File: src/rtl/circle_pkg.sv
// Shared definitions for the Circle block and its downstream collector:
// default word width/depth, collector state encoding and derived port widths.
package circle_pkg;

  localparam int unsigned CIRCLE_W     = 6;
  localparam int unsigned CIRCLE_DEPTH = 8;

  typedef enum logic [1:0] {
    ST_IDLE    = 2'd0,
    ST_COLLECT = 2'd1,
    ST_REPORT  = 2'd2,
    ST_REPLAY  = 2'd3
  } circle_state_e;

  // Sum of `depth` words of `w` bits never overflows at this width.
  function automatic int unsigned sum_width(input int unsigned w, input int unsigned depth);
    return w + $clog2(depth);
  endfunction

  function automatic int unsigned count_width(input int unsigned depth);
    return $clog2(depth + 1);
  endfunction

endpackage

File: src/rtl/circle_stat_acc.sv
// Running sum/max/min/count accumulator for one burst of words.
// init loads the first word, upd folds in another word, otherwise it holds.
module circle_stat_acc
  import circle_pkg::*;
#(
  parameter int unsigned W     = CIRCLE_W,
  parameter int unsigned DEPTH = CIRCLE_DEPTH,
  parameter int unsigned SUM_W = sum_width(W, DEPTH),
  parameter int unsigned CNT_W = count_width(DEPTH)
) (
  input  logic             clk,
  input  logic             rst,
  input  logic             init,
  input  logic             upd,
  input  logic [W-1:0]     word,
  output logic [SUM_W-1:0] sum,
  output logic [W-1:0]     max,
  output logic [W-1:0]     min,
  output logic [CNT_W-1:0] count
);

  logic [SUM_W-1:0] sum_q, sum_d;
  logic [W-1:0]     max_q, max_d;
  logic [W-1:0]     min_q, min_d;
  logic [CNT_W-1:0] cnt_q, cnt_d;

  always_comb begin
    sum_d = sum_q;
    max_d = max_q;
    min_d = min_q;
    cnt_d = cnt_q;
    if (init) begin
      sum_d = SUM_W'(word);
      max_d = word;
      min_d = word;
      cnt_d = CNT_W'(1);
    end else if (upd) begin
      sum_d = sum_q + SUM_W'(word);
      if (word > max_q) max_d = word;
      if (word < min_q) min_d = word;
      cnt_d = cnt_q + CNT_W'(1);
    end
  end

  always_ff @(posedge clk or posedge rst) begin
    if (rst) begin
      sum_q <= '0;
      max_q <= '0;
      min_q <= '0;
      cnt_q <= '0;
    end else begin
      sum_q <= sum_d;
      max_q <= max_d;
      min_q <= min_d;
      cnt_q <= cnt_d;
    end
  end

  assign sum   = sum_q;
  assign max   = max_q;
  assign min   = min_q;
  assign count = cnt_q;

endmodule

File: src/rtl/circle_out_collector.sv
// Collects one burst of Circle results and reports sum/max/min/count on a
// valid/ready port. Define CIRCLE_COLLECT_REPLAY_EN to replay the burst afterwards.
module circle_out_collector
  import circle_pkg::*;
#(
  parameter int unsigned DEPTH = CIRCLE_DEPTH,
  parameter int unsigned W     = CIRCLE_W,
  localparam int unsigned SUM_W = sum_width(W, DEPTH),
  localparam int unsigned CNT_W = count_width(DEPTH)
) (
  input  logic             clk,
  input  logic             rst,
  input  logic             out_valid,
  input  logic [W-1:0]     out,
  output logic             res_valid,
  input  logic             res_ready,
  output logic [SUM_W-1:0] res_sum,
  output logic [W-1:0]     res_max,
  output logic [W-1:0]     res_min,
  output logic [CNT_W-1:0] res_count,
  output logic             err_overflow,
  output logic             err_drop
`ifdef CIRCLE_COLLECT_REPLAY_EN
  ,
  output logic             rep_valid,
  output logic [W-1:0]     rep_data
`endif
);

  circle_state_e state_q, state_d;
  logic          res_valid_q, res_valid_d;
  logic          err_ov_q, err_ov_d;
  logic          err_drop_q, err_drop_d;
  logic          acc_init, acc_upd;

`ifdef CIRCLE_COLLECT_REPLAY_EN
  localparam int unsigned PTR_W = $clog2(DEPTH);
  logic [W-1:0]     buf_q [DEPTH];
  logic [W-1:0]     buf_d [DEPTH];
  logic [CNT_W-1:0] rd_q, rd_d;
  logic             rep_valid_q, rep_valid_d;
  logic [W-1:0]     rep_data_q, rep_data_d;
`endif

  circle_stat_acc #(
    .W    (W),
    .DEPTH(DEPTH),
    .SUM_W(SUM_W),
    .CNT_W(CNT_W)
  ) u_acc (
    .clk  (clk),
    .rst  (rst),
    .init (acc_init),
    .upd  (acc_upd),
    .word (out),
    .sum  (res_sum),
    .max  (res_max),
    .min  (res_min),
    .count(res_count)
  );

  always_comb begin
    state_d     = state_q;
    res_valid_d = res_valid_q;
    err_ov_d    = err_ov_q;
    err_drop_d  = err_drop_q;
    acc_init    = 1'b0;
    acc_upd     = 1'b0;
`ifdef CIRCLE_COLLECT_REPLAY_EN
    buf_d       = buf_q;
    rd_d        = rd_q;
    rep_valid_d = 1'b0;
    rep_data_d  = rep_data_q;
`endif
    case (state_q)
      ST_IDLE: begin
        if (out_valid) begin
          acc_init = 1'b1;
          err_ov_d = 1'b0;
          state_d  = ST_COLLECT;
`ifdef CIRCLE_COLLECT_REPLAY_EN
          buf_d[0] = out;
`endif
        end
      end
      ST_COLLECT: begin
        if (out_valid) begin
          if (res_count < CNT_W'(DEPTH)) begin
            acc_upd = 1'b1;
`ifdef CIRCLE_COLLECT_REPLAY_EN
            buf_d[res_count[PTR_W-1:0]] = out;
`endif
          end else begin
            err_ov_d = 1'b1;
          end
        end else begin
          state_d     = ST_REPORT;
          res_valid_d = 1'b1;
        end
      end
      ST_REPORT: begin
        // No backpressure upstream: a word here can only be flagged.
        if (out_valid) err_drop_d = 1'b1;
        if (res_ready) begin
          res_valid_d = 1'b0;
`ifdef CIRCLE_COLLECT_REPLAY_EN
          rep_valid_d = 1'b1;
          rep_data_d  = buf_q[0];
          rd_d        = CNT_W'(1);
          state_d     = (res_count == CNT_W'(1)) ? ST_IDLE : ST_REPLAY;
`else
          state_d     = ST_IDLE;
`endif
        end
      end
`ifdef CIRCLE_COLLECT_REPLAY_EN
      ST_REPLAY: begin
        if (out_valid) err_drop_d = 1'b1;
        rep_valid_d = 1'b1;
        rep_data_d  = buf_q[rd_q[PTR_W-1:0]];
        rd_d        = rd_q + CNT_W'(1);
        if (rd_q == res_count - CNT_W'(1)) state_d = ST_IDLE;
      end
`endif
      default: state_d = ST_IDLE;
    endcase
  end

  always_ff @(posedge clk or posedge rst) begin
    if (rst) begin
      state_q     <= ST_IDLE;
      res_valid_q <= 1'b0;
      err_ov_q    <= 1'b0;
      err_drop_q  <= 1'b0;
    end else begin
      state_q     <= state_d;
      res_valid_q <= res_valid_d;
      err_ov_q    <= err_ov_d;
      err_drop_q  <= err_drop_d;
    end
  end

  assign res_valid    = res_valid_q;
  assign err_overflow = err_ov_q;
  assign err_drop     = err_drop_q;

`ifdef CIRCLE_COLLECT_REPLAY_EN
  // Burst storage is data-only; validity is tracked by the count.
  always_ff @(posedge clk) begin
    buf_q <= buf_d;
  end

  always_ff @(posedge clk or posedge rst) begin
    if (rst) begin
      rd_q        <= '0;
      rep_valid_q <= 1'b0;
      rep_data_q  <= '0;
    end else begin
      rd_q        <= rd_d;
      rep_valid_q <= rep_valid_d;
      rep_data_q  <= rep_data_d;
    end
  end

  assign rep_valid = rep_valid_q;
  assign rep_data  = rep_data_q;
`endif

endmodule
File: config.mk
export PLATFORM = sky130hd
export DESIGN_NAME = circle_out_collector
export DESIGN_NICKNAME = d
export VERILOG_FILES = /design/src/rtl/circle_pkg.sv /design/src/rtl/circle_stat_acc.sv /design/src/rtl/circle_out_collector.sv
export SDC_FILE = /design/constraint.sdc
export NUM_CORES = 1
export LEC_CHECK = 0
export ABC_CLOCK_PERIOD_IN_PS = 3900
export BUFFER_PORTS_ARGS = -buffer_cell sky130_fd_sc_hd__buf_2
export CAP_MARGIN = 25
export CORE_MARGIN = 8
export CORE_UTILIZATION = 50
export DETAILED_ROUTE_END_ITERATION = 16
export PLACE_DENSITY = 0.75
export SKIP_CTS_REPAIR_TIMING = 1
export SLEW_MARGIN = 25
export SYNTH_ARGS = -nofsm -noshare
export SYNTH_HDL_FRONTEND = slang
export SYNTH_SLANG_ARGS = --single-unit
File: constraint.sdc
create_clock -name clk -period 3.9 [get_ports clk]
set_clock_uncertainty 0.15 [all_clocks]
set_input_delay 0.78 -clock clk [delete_from_list [all_inputs] [get_ports clk]]
set_output_delay 0.78 -clock clk [all_outputs]
set_load 0.01 [all_outputs]
==> results.tsv <==
metric	value	unit
Primary FF master, synth	dfrtp_1	
met1 usage in global routing	0.147	
CTS Sinks	30	
YS warnings	0	
Hold Crit Class	reg2reg	
Fin. Hold Viols	0	
clk slew on worst S/H paths	0.09	ns
Mapped Cells	166	
Static Leak	0.00104	uW
WS Path Type	in2reg	
sw frac	0.403	
initial core utilization	0.531	
most common cell after layout, fill and taps aside	buf_2	
DRC viols	0	
Nets	237	
syn nets	195	
unique cell type count in the Yosys netlist	47	
Final Power	1320	uW
TritonCTS clock tree	built	
fmax	425	MHz
synthesized area	1800	sq um
combinational fraction of design power	0.487	
status	completed	
GR Layer Usage met3	0.0436	
setup tns final	0	ns
worst-skew pair later-pin latency	0.34	ns
Iter 0 DRT Violations	57	
power share of the clock group	0.131	
Cell Int Power	785	uW
ANT nets after route	0	
grt ovf	0	
CP max-delay cell	a2111oi_4	
Seq pwr share	0.382	
PortBufs	37	
Max Slew Vio Count	0	
CORE AREA	3390	sq um
# setup viols final	0	
r2r startpoint	u_acc.min[3]	
dpl hpwl	3120	um
via count	1391	
vias per cell	5.48	
period utilization	0.604	
Worst Max-Slew Pin Slew	0.642	ns
Die Width	76.0	um
Top Ports	38	
RSZ-0062 raised after global routing	false	
delay of the slowest cell on the worst path	0.35	ns
crit path cell chain	buf_2 > ha_1 > a21o_1 > a2111oi_4 > o21ai_2 > o311ai_4 > mux2_4	
Syn Area/Cell	10.8	sq um
WP data required	3.97	ns
routed length per instance	15.7	um
CP delay by family, top	compound AO/OA/AOI/OAI gates	
FF+latch count, synth	30	
fill count	309	
most frequent cells in the layout	37 x buf_2, 30 x dfrtp_1, 18 x inv_1, 18 x ha_1, 11 x nand2_1	
type of origin of the critical path	input pin	
Max-Cap Viols	0	
Tmin final	2.35	ns
total CTS buffers	5	
Rows	21	
HP Start	err_drop	
Crit. End Element	flip-flop	
CTS max path bufs	2	
worst endpoint data arrival time	2.43	ns
Psw	530	uW
drt pass-1 iters	4	
H-Tree Depth	2	
GPL Wtd Cong	0.795	
vias in the first global route	1567	
chip height	76.0	um
die area	5770	sq um
largest net degree at the start of global routing	31	
sequential fraction of the synthesis area	0.417	
initial antenna violation count	0	
met2 Usage GRT	0.261	
global-route wire length before repair	7000	um
overall routing resource usage	0.145	
Pwr Density	633	nW/um^2
Post-synth EDFFs	0	
Hold Slack	0.329	ns
layout cells sized above 1	0.269	
gr busiest metal	met2	
CP startpoint	out[3]	
final wirelength	3990	um
crit path max fanout	6	
Max VDD drop	0.000259	V
# diodes	0	
Root Driver	clkbuf_4	
Async S/R FF share, synth	1.00	
Buf/Inv on CP	1	
area grow syn2layout	15.5	%
Slew HR	0.572	
## per-layer routing
metal	part of all wire	vias to the layer above
met5	0	-
met4	0.023	0
met3	0.050	9
met2	0.51	30
met1	0.41	680
li1	-	672
## stage by stage
stage / utilization / area, sq um / setup WS [ns] / cells
final: 0.613 / 2080 / 1.55 / 254
after global routing: 0.613 / 2080 / 1.47 / 254
after CTS: 0.613 / 2080 / 1.56 / 254
after detailed placement: 0.600 / 2030 / 1.20 / 247
after global placement: 0.600 / 2030 / 1.24 / 247
after floorplan: - / 1800 / 1.43 / 166
## cell families (layout without fill, tap and decap cells)
group / Yosys count / in the layout / share of synthesized area
adder cells (fa/ha/maj): 19 / 19 / 0.136
XOR/XNOR: 5 / 5 / 0.0243
multiplexers: 12 / 12 / 0.0841
AO/OA/AOI/OAI: 38 / 38 / 0.175
AND/OR/NAND/NOR: 40 / 40 / 0.114
flip-flops: 30 / 30 / 0.417
buffers and inverters: 22 / 64 / 0.0487
## final timing paths
check	end	slack, ns	cells past startpoint
max reg2reg	u_acc.min[5]	1.71	7
max in group asynchronous	u_acc.count[2]	2.80	2
max	u_acc.min[5]	1.55	7
min reg2reg	err_drop	0.33	1
min	err_drop	0.33	1
min in group asynchronous	u_acc.max[0]	0.37	2
## synth_stat cells (2+ instances only)
cell | n | area [sq um]
o211ai_1 | 2 | 15.0
a22oi_1 | 2 | 15.0
a21oi_1 | 7 | 35.0
nand2_1 | 11 | 41.3
nor2b_1 | 3 | 18.8
xor2_1 | 4 | 35.0
mux2i_1 | 2 | 20.0
o21bai_1 | 2 | 15.0
nand3_1 | 4 | 20.0
nor3_1 | 2 | 10.0
mux2_4 | 5 | 75.1
o21ai_0 | 4 | 20.0
ha_1 | 18 | 225
nor2_1 | 10 | 37.5
mux2_1 | 5 | 56.3
o21ai_1 | 5 | 25.0
nand2b_1 | 2 | 12.5
a221o_1 | 2 | 20.0
dfrtp_1 | 30 | 751
inv_1 | 19 | 71.3
## final cells by class
cell class | instances | area [sq um] | share of cell area
clock buffer | 7 | 45.0 | 0.0217
timing repair buffer | 38 | 193 | 0.0927
sequential | 30 | 751 | 0.361
tap | 46 | 57.6 | 0.0277
inverter | 19 | 71.3 | 0.0343
multi-input combinational | 114 | 961 | 0.462
## flip-flops by register name (all words and copies together) (netlist names)
signal and cells:
state_q 2, u_acc.max 6, u_acc.min 6, err_overflow 1, err_drop 1, u_acc.count 4, u_acc.sum 9, res_valid 1
## power groups by stage
stage	Combinational, uW	Clock, uW	Sequential (uW)
5_1_grt	719	192	520
3_3_place_gp	622	0	501
4_1_cts	653	178	504
2_1_floorplan	398	0	544
3_5_place_dp	651	0	508
6_report	640	173	503
## worst reg2reg max path, cell delays in order, from the launching register on
cell and delay (ns):
dfrtp_1 0.39, inv_1 0.06, ha_1 0.28, a21o_1 0.21, a2111oi_4 0.35, o21ai_2 0.12
o311ai_4 0.17, mux2_4 0.35
(Power assumes the default switching activity.)
